--- config.mk ---
export PLATFORM = sky130hd
export DESIGN_NAME = matrix_scan_ctrl
export DESIGN_NICKNAME = d
export VERILOG_FILES = /design/src/rtl/matrix_scan_ctrl.sv
export SDC_FILE = /design/constraint.sdc
export NUM_CORES = 1
export LEC_CHECK = 0
export CORE_MARGIN = 2
export CORE_UTILIZATION = 30
export DETAILED_ROUTE_END_ITERATION = 10
export PLACE_DENSITY_LB_ADDON = 0.3
export SLEW_MARGIN = 15
export SYNTH_ARGS = -nofsm -noshare
export SYNTH_HDL_FRONTEND = slang
export SYNTH_SLANG_ARGS = --single-unit
--- constraint.sdc ---
create_clock -name clk_i -period 3.9 [get_ports clk_i]
set_clock_uncertainty 0.05 [all_clocks]
set_input_delay 0.585 -clock clk_i [delete_from_list [all_inputs] [get_ports clk_i]]
set_output_delay 0.585 -clock clk_i [all_outputs]
set_load 0.005 [all_outputs]
--- src/rtl/matrix_scan_ctrl.sv ---
// Scans a rectangular matrix region row-major and reports sum/max/count/err; result at T+N+LATENCY+1.
// Commands are taken only in IDLE; the result is held in DONE until res_ready_i, so the consumer stalls the controller.
module matrix_scan_ctrl #(
    parameter int MAX_VALUE = 255,
    parameter int NUM_X     = 4,
    parameter int NUM_Y     = 4,
    parameter int LATENCY   = 1,
    localparam int NUM_WIDTH = $clog2(MAX_VALUE + 1),
    localparam int X_IDX     = $clog2(NUM_X),
    localparam int Y_IDX     = $clog2(NUM_Y),
    localparam int CNT_W     = $clog2(NUM_X * NUM_Y + 1),
    localparam int SUM_W     = NUM_WIDTH + CNT_W
) (
    input  logic                 clk_i,
    input  logic                 rst_i,
    input  logic                 cmd_valid_i,
    output logic                 cmd_ready_o,
    input  logic [X_IDX-1:0]     cmd_x0_i,
    input  logic [X_IDX-1:0]     cmd_x1_i,
    input  logic [Y_IDX-1:0]     cmd_y0_i,
    input  logic [Y_IDX-1:0]     cmd_y1_i,
    output logic [X_IDX-1:0]     mtx_x_idx_o,
    output logic [Y_IDX-1:0]     mtx_y_idx_o,
    input  logic [NUM_WIDTH-1:0] mtx_value_i,
    input  logic                 mtx_valid_i,
    output logic                 res_valid_o,
    input  logic                 res_ready_i,
    output logic [SUM_W-1:0]     res_sum_o,
    output logic [NUM_WIDTH-1:0] res_max_o,
    output logic [CNT_W-1:0]     res_count_o,
    output logic                 res_err_o
);

    typedef enum logic [1:0] {IDLE, ISSUE, DRAIN, DONE} state_t;

    localparam logic [X_IDX:0] X_LIM = (X_IDX + 1)'(NUM_X);
    localparam logic [Y_IDX:0] Y_LIM = (Y_IDX + 1)'(NUM_Y);

    state_t                 r_state;
    state_t                 w_state_next;
    logic [X_IDX-1:0]       r_x0;
    logic [X_IDX-1:0]       r_x1;
    logic [Y_IDX-1:0]       r_y1;
    logic [X_IDX-1:0]       r_x;
    logic [Y_IDX-1:0]       r_y;
    logic [LATENCY-1:0]     r_tag;
    logic [LATENCY-1:0]     w_tag_next;
    logic [SUM_W-1:0]       r_sum;
    logic [NUM_WIDTH-1:0]   r_max;
    logic [CNT_W-1:0]       r_count;
    logic                   r_err;
    logic                   w_accept;
    logic                   w_bad_region;
    logic                   w_issue;
    logic                   w_last_pair;
    logic                   w_tag_out;

    assign w_accept     = cmd_valid_i && (r_state == IDLE);
    assign w_bad_region = (cmd_x0_i > cmd_x1_i) || (cmd_y0_i > cmd_y1_i) ||
                          ({1'b0, cmd_x1_i} >= X_LIM) || ({1'b0, cmd_y1_i} >= Y_LIM);
    assign w_issue      = (r_state == ISSUE);
    assign w_last_pair  = (r_x == r_x1) && (r_y == r_y1);
    // Each issued pair pushes a tag; it pops out exactly LATENCY cycles later with its return.
    assign w_tag_next   = LATENCY'({r_tag, w_issue});
    assign w_tag_out    = r_tag[LATENCY-1];

    always_comb begin
        w_state_next = r_state;
        case (r_state)
            IDLE:    if (cmd_valid_i) w_state_next = w_bad_region ? DONE : ISSUE;
            ISSUE:   if (w_last_pair) w_state_next = DRAIN;
            DRAIN:   if (w_tag_next == '0) w_state_next = DONE;
            DONE:    if (res_ready_i) w_state_next = IDLE;
            default: w_state_next = IDLE;
        endcase
    end

    always_comb begin
        cmd_ready_o = (r_state == IDLE);
        res_valid_o = (r_state == DONE);
        mtx_x_idx_o = w_issue ? r_x : '0;
        mtx_y_idx_o = w_issue ? r_y : '0;
        res_sum_o   = r_sum;
        res_max_o   = r_max;
        res_count_o = r_count;
        res_err_o   = r_err;
    end

    always_ff @(posedge clk_i) begin
        if (rst_i) begin
            r_state <= IDLE;
            r_tag   <= '0;
            r_x0    <= '0;
            r_x1    <= '0;
            r_y1    <= '0;
            r_x     <= '0;
            r_y     <= '0;
            r_sum   <= '0;
            r_max   <= '0;
            r_count <= '0;
            r_err   <= 1'b0;
        end else begin
            r_state <= w_state_next;
            r_tag   <= w_tag_next;
            if (w_accept) begin
                r_x0    <= cmd_x0_i;
                r_x1    <= cmd_x1_i;
                r_y1    <= cmd_y1_i;
                r_x     <= cmd_x0_i;
                r_y     <= cmd_y0_i;
                r_sum   <= '0;
                r_max   <= '0;
                r_count <= '0;
                r_err   <= w_bad_region;
            end else begin
                if (w_issue) begin
                    if (r_x == r_x1) begin
                        r_x <= r_x0;
                        r_y <= r_y + Y_IDX'(1);
                    end else begin
                        r_x <= r_x + X_IDX'(1);
                    end
                end
                // A missing return is recorded as an error but never folded into the statistics.
                if (w_tag_out) begin
                    if (mtx_valid_i) begin
                        r_sum   <= r_sum + SUM_W'(mtx_value_i);
                        r_count <= r_count + CNT_W'(1);
                        if (mtx_value_i > r_max) r_max <= mtx_value_i;
                    end else begin
                        r_err <= 1'b1;
                    end
                end
            end
        end
    end

endmodule

==> results.toml <==
[outcome]
status = "complete, no violations"

[routing]
wire_per_inst_um = 12.16
wl_mm = 5.507
ant_nets = 0
dr.pass1.iters = 4
vias = 2163
drt_iter0_drc = 73
via_per_inst = 4.775
drc = 0

[worst_setup_path]
crit_arrival_ps = 2720
slowest_delay_ps = 450
start_kind = "input pin"
path_cells = "clkdlybuf4s50_1 > ha_1 > fa_1 > a211o_2 > a211oi_1 > or4_1 > a21oi_1"
worst_setup_path_end_kind = "register"
crit_buf_inv = 1
critPathRequiredTime_ps = 4020
critPathTopFamily = "compound AO/OA/AOI/OAI gates"
reg2reg_from = "r_state[0]"
cp_max_fo = 4
crit_type = "in2reg"
cp_slowest_cell = "clkdlybuf4s50_1"
crit_start = "mtx_value_i[0]"

[logic_synthesis]
synth_largest_type_area_fraction_pct = 32.37
synth_area_mm2 = 0.002474
synth_xor_area_share_pct = 6.019
synth_edf_count = 0
synthAdderAreaFrac_pct = 13.45
synth.most_common_cell = "nand2_1"
async_flop_share_pct = 0
synth-simple-area-share_pct = 18.26
synth_compound_area_share_pct = 19.68
synth_top_family_by_area = "compound AO/OA/AOI/OAI gates"
netlist_top_cells_count = "nand2_1, dfxtp_1, ha_1"
synth_seq_cells = 40
ys_top_cells_by_area = "dfxtp_1, ha_1, nand2_1"
syn_avg_cell_area_um2 = 8.357
synth-main-ff-cell = "dfxtp_1"
ys_seq_area_share_pct = 32.37
muxShareOfSynthArea_pct = 4.451
synth_fp_nets = 343
syn_inst = 296
synth_largest_area_cell = "dfxtp_1"
yosysWarnings = 0
yosysUniqueCellTypes = 44

[flow_run]
maxCapViolations = 0

[clock_network]
cts_root_buffer = "clkbuf_8"
cts.repair.resized = 0
postCtsHoldBufs = 0
numCtsBuffers = 5
clock_latency_ps = 300
clock_tree.buffer_depth = 2
post_cts_buffers = 0
cts_tree = "built"
h-tree-depth = 2
cts.sinks = 40
clk_pin_slew_worst_paths_ps = 90

[grt]
grt_max_degree = 19
use_met1_pct = 16.78
grt_pass1_wl_mm = 9.018
grtUsageMet2_pct = 20.80
gr-usage-all-layers_pct = 12.69
globalRouteOverflowTotal = 0
antenna_found_initial = 0
busiest_layer = "met2"
grt_pass1_vias = 1988
grt_use_met3_pct = 3.352

[floorplan]
die_y_um = 94.81
initial_core_util_pct = 30.57
io_pins = 54
die-area_mm2 = 0.008988
fp.dieW_um = 94.81
coreArea_mm2 = 0.008093
rows = 33

[power_and_ir_drop]
p_per_area_mw_per_mm2 = 401.5
leakage_nw = 1.238
ir_worst_vdd_v = 0.0002657

[placement]
place_congestion = 0.7430
dpl_worst_slack_ps = 986.5
dp_hpwl_mm = 4.211
port-buffer-count = 53

[sta]
period_minus_slack_ps = 2603
finalSetupViolCount = 0
drv_slew = 0
fmax_ghz = 0.3841
worst_pin_slew_ps = 679.1
tns_ps = 0
hold_viol = 0
fin_ws_ps = 1297
fin_crit_sh_pct = 66.75
relSlewSlack_pct = 54.72
grt_setup_unrepaired = "no"

[min_path]
worstHoldStart = "r_x0[1]"
hold_class = "reg2reg"

[layout]
area_delta_synth_final_pct = 29.89
diodes = 0
final_nets = 394
drive_gt1_share_pct = 4.885
==> stage by stage <==
step | instance area (µm²) | power, mW | utilization [%] | hold WS [ps] | instances
2_1_floorplan | 2474 | 0.7888 | - | 382.0 | 296
3_3_place_gp | 3087 | 0.9227 | 38.14 | 396.0 | 445
3_5_place_dp | 3087 | 0.9252 | 38.14 | 407.7 | 445
4_1_cts | 3213 | 1.306 | 39.70 | 419.8 | 453
5_1_grt | 3213 | 1.377 | 39.70 | 444.2 | 453
6_report | 3213 | 1.290 | 39.70 | 421.1 | 453
==> report_power, final <==
part | leakage (nW) | total [mW] | switching, mW | internal, mW
Combinational | 0.848 | 0.417 | 0.226 | 0.191
Clock | 0.0645 | 0.375 | 0.149 | 0.226
Sequential | 0.325 | 0.498 | 0.0441 | 0.454
==> cell type report <==
type                            count  area [µm²]
Timing Repair Buffer               55       545.5
Sequential cell                    40       800.8
Clock buffer                        7       96.34
Fill cell                         866        4880
Tap cell                          105       131.4
Multi-Input combinational cell    224        1530
Clock inverter                      1       30.03
Inverter                           21       78.83
==> final timing paths <==
check | endpoint | slack [ps] | depth (start not counted)
worst max-delay path | res_sum_o[12] | 1300 | 7
worst min-delay path | r_x0[1] | 420 | 2
worst max register to register | res_sum_o[7] | 1650 | 7
worst min register to register | r_x0[1] | 420 | 2
==> registers in the layout, indices dropped and copies added, names as in the netlist <==
| name | count |
|---|---|
| res_err_o | 1 |
| r_y1 | 2 |
| res_sum_o | 13 |
| r_tag | 1 |
| r_x1 | 2 |
| r_state | 2 |
| r_x | 2 |
| res_count_o | 5 |
| r_x0 | 2 |
| r_y | 2 |
| res_max_o | 8 |
==> tightest hold or removal path: cells and delay by family (launching register included) <==
kind / cells / cell delay, ps
and+or+nand+nor: 1 / 50
AOI/OAI and AO/OA: 1 / 50
DFF: 1 / 320
==> metal layers <==
metal / wire length, µm / share of wire, %
met4: 16 / 0.29
met5: 0 / 0
met1: 2790 / 51
met3: 270 / 4.9
met2: 2430 / 44
==> cell families after synthesis <==
group,count (synthesis)
xor+xnor,17
flops,40
mux,11
compound gates,73
fa+ha+maj,26
simple gates,97
buf+inv,32
==> layout by cell type, fill, tap and decap left out, types with 4 or more instances in the layout <==
| cell type | instances |
|---|---|
| and2_1 | 7 |
| mux2i_1 | 11 |
| clkbuf_8 | 7 |
| nor2_1 | 11 |
| clkdlybuf4s50_1 | 53 |
| xor2_1 | 11 |
| a21oi_1 | 24 |
| nand3_1 | 10 |
| a211oi_1 | 6 |
| nand4_1 | 5 |
| xnor2_1 | 6 |
| o21ai_0 | 13 |
| dfxtp_1 | 40 |
| o31ai_1 | 4 |
| ha_1 | 25 |
| o211ai_1 | 4 |
| inv_1 | 21 |
| nand2_1 | 47 |
| nor3_1 | 5 |
(Power assumes the default switching activity.)
